## config.mk

```make
export PLATFORM = sky130hd
export DESIGN_NAME = rf_commit_sequencer
export DESIGN_NICKNAME = d
export VERILOG_FILES = /design/src/rtl/rf_commit_sequencer.sv
export SDC_FILE = /design/constraint.sdc
export NUM_CORES = 1
export LEC_CHECK = 0
export CAP_MARGIN = 25
export CELL_PAD_IN_SITES_DETAIL_PLACEMENT = 1
export CELL_PAD_IN_SITES_GLOBAL_PLACEMENT = 2
export CORE_MARGIN = 2
export CORE_UTILIZATION = 23
export DETAILED_ROUTE_END_ITERATION = 10
export PLACE_DENSITY = 0.55
export SKIP_LAST_GASP = 1
export SYNTH_ARGS = -nofsm -noshare
export SYNTH_HDL_FRONTEND = slang
export SYNTH_SLANG_ARGS = --single-unit
```

## constraint.sdc

```tcl
create_clock -name clk_in -period 7.9 [get_ports clk_in]
set_clock_uncertainty 0.2 [all_clocks]
set_input_delay 1.58 -clock clk_in [delete_from_list [all_inputs] [get_ports clk_in]]
set_output_delay 1.58 -clock clk_in [all_outputs]
set_load 0.03 [all_outputs]
```

## src/rtl/rf_commit_sequencer.sv

```systemverilog
`default_nettype none
// ============================================================================
// Module   : rf_commit_sequencer
// Purpose  : Funnels up to two committed register writes per cycle into a
//            small in-order FIFO and drains one write per cycle into the
//            register file. On a misprediction flush it drains all committed
//            writes first, then issues a one-cycle register-file clear.
// Revision : 1.0  initial release
// ============================================================================

`ifndef ROB_SIZE_BIT
`define ROB_SIZE_BIT 4
`endif

module rf_commit_sequencer #(
    parameter int DEPTH = 4,
    parameter int REC_W = `ROB_SIZE_BIT
) (
    input  logic                       clk_in,
    input  logic                       rst_in,
    input  logic                       rdy_in,
    input  logic                       cm0_valid,
    input  logic [4:0]                 cm0_idx,
    input  logic [31:0]                cm0_val,
    input  logic [REC_W-1:0]           cm0_rec,
    input  logic                       cm1_valid,
    input  logic [4:0]                 cm1_idx,
    input  logic [31:0]                cm1_val,
    input  logic [REC_W-1:0]           cm1_rec,
    output logic                       cm_ready,
    input  logic                       flush_req,
    output logic                       flush_ack,
    output logic [4:0]                 rf_set_idx,
    output logic [31:0]                rf_set_val,
    output logic [REC_W-1:0]           rf_set_rec,
    output logic                       rf_clear,
    output logic                       busy,
    output logic [$clog2(DEPTH):0]     count
);

    localparam int PTR_W = $clog2(DEPTH);
    localparam int CNT_W = PTR_W + 1;

    typedef enum logic [1:0] {
        ST_IDLE  = 2'd0,
        ST_DRAIN = 2'd1,
        ST_CLEAR = 2'd2
    } state_t;

    state_t             r_state;
    state_t             w_state_nxt;
    logic [PTR_W-1:0]   r_rd_ptr;
    logic [PTR_W-1:0]   r_wr_ptr;
    logic [CNT_W-1:0]   r_count;

    logic [4:0]         r_mem_idx [DEPTH];
    logic [31:0]        r_mem_val [DEPTH];
    logic [REC_W-1:0]   r_mem_rec [DEPTH];

    logic               w_push0;
    logic               w_push1;
    logic               w_pop;
    logic [CNT_W-1:0]   w_free;
    logic [PTR_W-1:0]   w_wr_ptr1;
    logic [CNT_W-1:0]   w_npush;

    // Admission: two free slots guarantee a dual push never overflows, even
    // when no pop happens in the same cycle. Held low while in reset.
    always_comb begin
        w_free   = CNT_W'(DEPTH) - r_count;
        cm_ready = rst_in && rdy_in && (r_state == ST_IDLE) && (w_free >= CNT_W'(2));
        w_push0  = cm_ready && cm0_valid && (cm0_idx != 5'd0);
        w_push1  = cm_ready && cm1_valid && (cm1_idx != 5'd0);
        // Lane 1 lands right after lane 0 when both push, else at the tail.
        w_wr_ptr1 = w_push0 ? (r_wr_ptr + PTR_W'(1)) : r_wr_ptr;
        w_npush   = CNT_W'(w_push0) + CNT_W'(w_push1);
    end

    // Drain side: head entry is presented combinationally whenever a pop occurs.
    always_comb begin
        w_pop      = rdy_in && (r_count != '0) && (r_state != ST_CLEAR);
        rf_set_idx = 5'd0;
        rf_set_val = 32'd0;
        rf_set_rec = '0;
        if (w_pop) begin
            rf_set_idx = r_mem_idx[r_rd_ptr];
            rf_set_val = r_mem_val[r_rd_ptr];
            rf_set_rec = r_mem_rec[r_rd_ptr];
        end
    end

    // Flush sequencing: IDLE -> DRAIN on request, DRAIN -> CLEAR once empty,
    // CLEAR lasts a single cycle. Nothing advances while rdy_in is low.
    always_comb begin
        w_state_nxt = r_state;
        if (rdy_in) begin
            case (r_state)
                ST_IDLE:  if (flush_req)        w_state_nxt = ST_DRAIN;
                ST_DRAIN: if (r_count == '0)    w_state_nxt = ST_CLEAR;
                ST_CLEAR:                       w_state_nxt = ST_IDLE;
                default:                        w_state_nxt = ST_IDLE;
            endcase
        end
    end

    // Clear and acknowledge share the single CLEAR cycle.
    always_comb begin
        rf_clear  = rdy_in && (r_state == ST_CLEAR);
        flush_ack = rdy_in && (r_state == ST_CLEAR);
        busy      = (r_state != ST_IDLE) || (r_count != '0);
        count     = r_count;
    end

    // Control state: FSM, FIFO pointers and occupancy.
    always_ff @(posedge clk_in or negedge rst_in) begin
        if (!rst_in) begin
            r_state  <= ST_IDLE;
            r_rd_ptr <= '0;
            r_wr_ptr <= '0;
            r_count  <= '0;
        end else begin
            r_state  <= w_state_nxt;
            r_wr_ptr <= r_wr_ptr + PTR_W'(w_npush);
            if (w_pop) begin
                r_rd_ptr <= r_rd_ptr + PTR_W'(1);
            end
            r_count  <= r_count + w_npush - CNT_W'(w_pop);
        end
    end

    // FIFO storage; contents are only observed once count says they are valid.
    always_ff @(posedge clk_in) begin
        if (w_push0) begin
            r_mem_idx[r_wr_ptr] <= cm0_idx;
            r_mem_val[r_wr_ptr] <= cm0_val;
            r_mem_rec[r_wr_ptr] <= cm0_rec;
        end
        if (w_push1) begin
            r_mem_idx[w_wr_ptr1] <= cm1_idx;
            r_mem_val[w_wr_ptr1] <= cm1_val;
            r_mem_rec[w_wr_ptr1] <= cm1_rec;
        end
    end

endmodule

`default_nettype wire

```

==> impl_metrics.ini <==
[placement]
io_buffers = 135
gp_routability_congestion = 0.675
post-place-ws_ps = 1960
hpwl_mm = 15.6

[worst_setup_path]
worstSetupPathType = in2out
critPathLaunchType = primary input
cp_max_fo = 28
worst_r2r_path_depth = 9
cp.arrival_ps = 4020
end_kind = primary output
required_ps = 6120

[logic_synthesis]
synth-edff-count = 164
avgSynthCellArea_sq_um = 17.4
synth_area_sq_um = 9070
ys_seq_area_share_pct = 56.8
synthArstFlopShare_pct = 5.20
syn_nets = 621
ys_top_cells_by_area = edfxtp_1, mux2_2, mux4_2
synthCells = 520
synth.top_cell.area_share_pct = 54.3
ys_types = 41
synth_largest_area_cell = edfxtp_1
yosysWarnings = 0
synth_flop_cell = edfxtp_1
synth_seq_cells = 173

[worst_hold_path]
hold_depth = 1
hp-class = reg2reg

[power]
ir_drop_v = 0.000147
seq_power_share_pct = 36.2
power.internal_uw = 2070
p_clk_share_pct = 27.3
power_leakage_uw = 0.00393
p_sw_share_pct = 33.4
combPwrFrac_pct = 36.5
pwr_density_cell_nw_per_um2 = 268
p_switching_uw = 1040

[global_route]
grt-ovfl-total = 0
antenna_found_initial = 1
grt.total_usage_pct = 12.6
grt_pass1_vias = 5888
grt_max_degree = 44
grt_pass1_wl_mm = 37.6

[cts]
clockRootBuffer = clkbuf_16
ctsLongestPathBuffers = 2
clkSinkCount = 173
cts_max_level = 4
clk_pin_slew_worst_paths_ps = 70
post_cts_buffers = 0
insertion_delay_ps = 420
cts_buffers = 17
cts_resized = 0
cts_tree = yes
ctsHoldBuffers = 0

[final_layout]
post-route-util_pct = 30.0
area_growth_pct = 28.1
fin_nets = 752
fillers = 4022
drive_gt1_share_pct = 39.2

[drt]
vias_per_cell = 4.33
drc = 0
dr_wl_met2_mm = 13.4
wl_met1_mm = 10.8
top_layer_used = met4
drt_iter0_markers = 213
num_vias = 5124
wirelength_mm = 25.4
routed-wl-met3_microns = 927
ant_nets = 0
wl_per_cell_microns = 21.4
dr.pass1.iters = 4

[die]
core-area_sq_um = 38700
die_w_microns = 203
dieArea_sq_um = 41000
pin_count = 136
die_h_microns = 203
rows = 72
start_util_pct = 23.4

[sta]
worst_slack_ps = 2100
fmax_mhz = 172
finalSetupViolCount = 0
whs_ps = 359
worst_slew_pin_slew_ps = 895
final.min_clock_period_ps = 5800
fin_crit_sh_pct = 73.4
rsz0062_at_grt = no
hold_viol_final = 0
setup_tns_ps = 0
max_slew_margin_pct = 40.3
finalMaxSlewViolations = 0

[run_status]
outcome = completed

[flow_run]
cap_violations = 0
-- flip-flops by register name, indices dropped and copies added (netlist names) --
| register | flops |
|---|---|
| r_rd_ptr | 2 |
| r_state | 2 |
| r_mem_rec | 16 |
| r_wr_ptr | 2 |
| count | 3 |
| r_mem_val | 128 |
| r_mem_idx | 20 |
-- cells in the mapped netlist (2+ instances only) --
library cell,count
a21bo_2,2
a21o_1,2
buf_2,12
buf_6,8
clkbuf_1,10
dfrtp_1,9
edfxtp_1,164
ha_1,12
inv_1,15
mux2_2,124
mux2_4,39
mux2i_1,2
mux4_2,41
nand2_1,3
nand3_1,2
nor2_1,5
nor2b_1,41
xnor2_1,6
-- critical path, stage by stage --
cell and delay (ps):
clkdlybuf4s50_1 590, inv_1 80, a211o_2 500, buf_12 250, nor2b_1 260, clkdlybuf4s50_1 740
-- metal layers --
layer  track usage (%)  up-vias
met4              2.89        0
met3              2.60       15
li1                  -     2307
met1              15.3     2703
met5                 0        -
met2              22.8       99
-- layout by cell type (no fill, tap or decap), types with 2 or more instances in the layout --
cell and instances:
buf_16 2, clkbuf_16 17, inv_8 5, mux2_4 39, buf_4 6, a21o_2 2
dfrtp_1 7, a21bo_4 2, edfxtp_1 164, nor2_1 5, clkinvlp_4 4, inv_6 4
mux4_2 41, mux2i_1 2, xnor2_1 6, inv_1 15, ha_1 12, mux2_2 124
clkdlybuf4s50_1 135, nor2b_1 41, nand2_1 3
-- power by group through the flow --
stage | registers (uW) | logic [uW] | clock network (uW)
final | 1130 | 1140 | 848
after global routing | 1140 | 1220 | 903
after CTS | 1180 | 1110 | 872
after detailed placement | 1200 | 1100 | 0
after global placement | 1190 | 1080 | 0
after floorplan | 1120 | 729 | 0
-- through the flow --
step | power, uW | area (sq um) | instances
2_1_floorplan | 1850 | 9070 | 520
3_3_place_gp | 2270 | 11000 | 1147
3_5_place_dp | 2300 | 11000 | 1149
4_1_cts | 3150 | 11600 | 1181
5_1_grt | 3260 | 11600 | 1183
6_report | 3110 | 11600 | 1183
-- final timing paths --
path / startpoint / end / slack (ps)
max in group asynchronous: rst_in / r_rd_ptr[0] / 5840
max: rdy_in / rf_set_val[31] / 2100
min in group asynchronous: rst_in / r_state[0] / 1280
min reg2reg: count[0] / count[0] / 360
min: count[0] / count[0] / 360
max reg2reg: count[0] / r_mem_val[0][31] / 3790
-- cell families after synthesis --
kind of cell	share of synthesized area (%)
and+or+nand+nor	4.46
buffers and inverters	2.82
DFF	56.8
muxes	32.4
AOI/OAI and AO/OA	1.09
xor gates and xnor gates	0.580
adders and majority gates	1.88
-- final cells by class --
cell class / instances / area (sq um) / share of cell area, %
Antenna cell: 1 / 2.50 / 0.0215
Clock buffer: 18 / 429 / 3.70
Clock inverter: 14 / 151 / 1.30
Inverter: 15 / 56.3 / 0.485
Multi-Input combinational cell: 300 / 3700 / 31.9
Sequential cell: 173 / 5150 / 44.4
Tap cell: 518 / 648 / 5.58
Timing Repair Buffer: 144 / 1470 / 12.7
(Power assumes the default switching activity.)
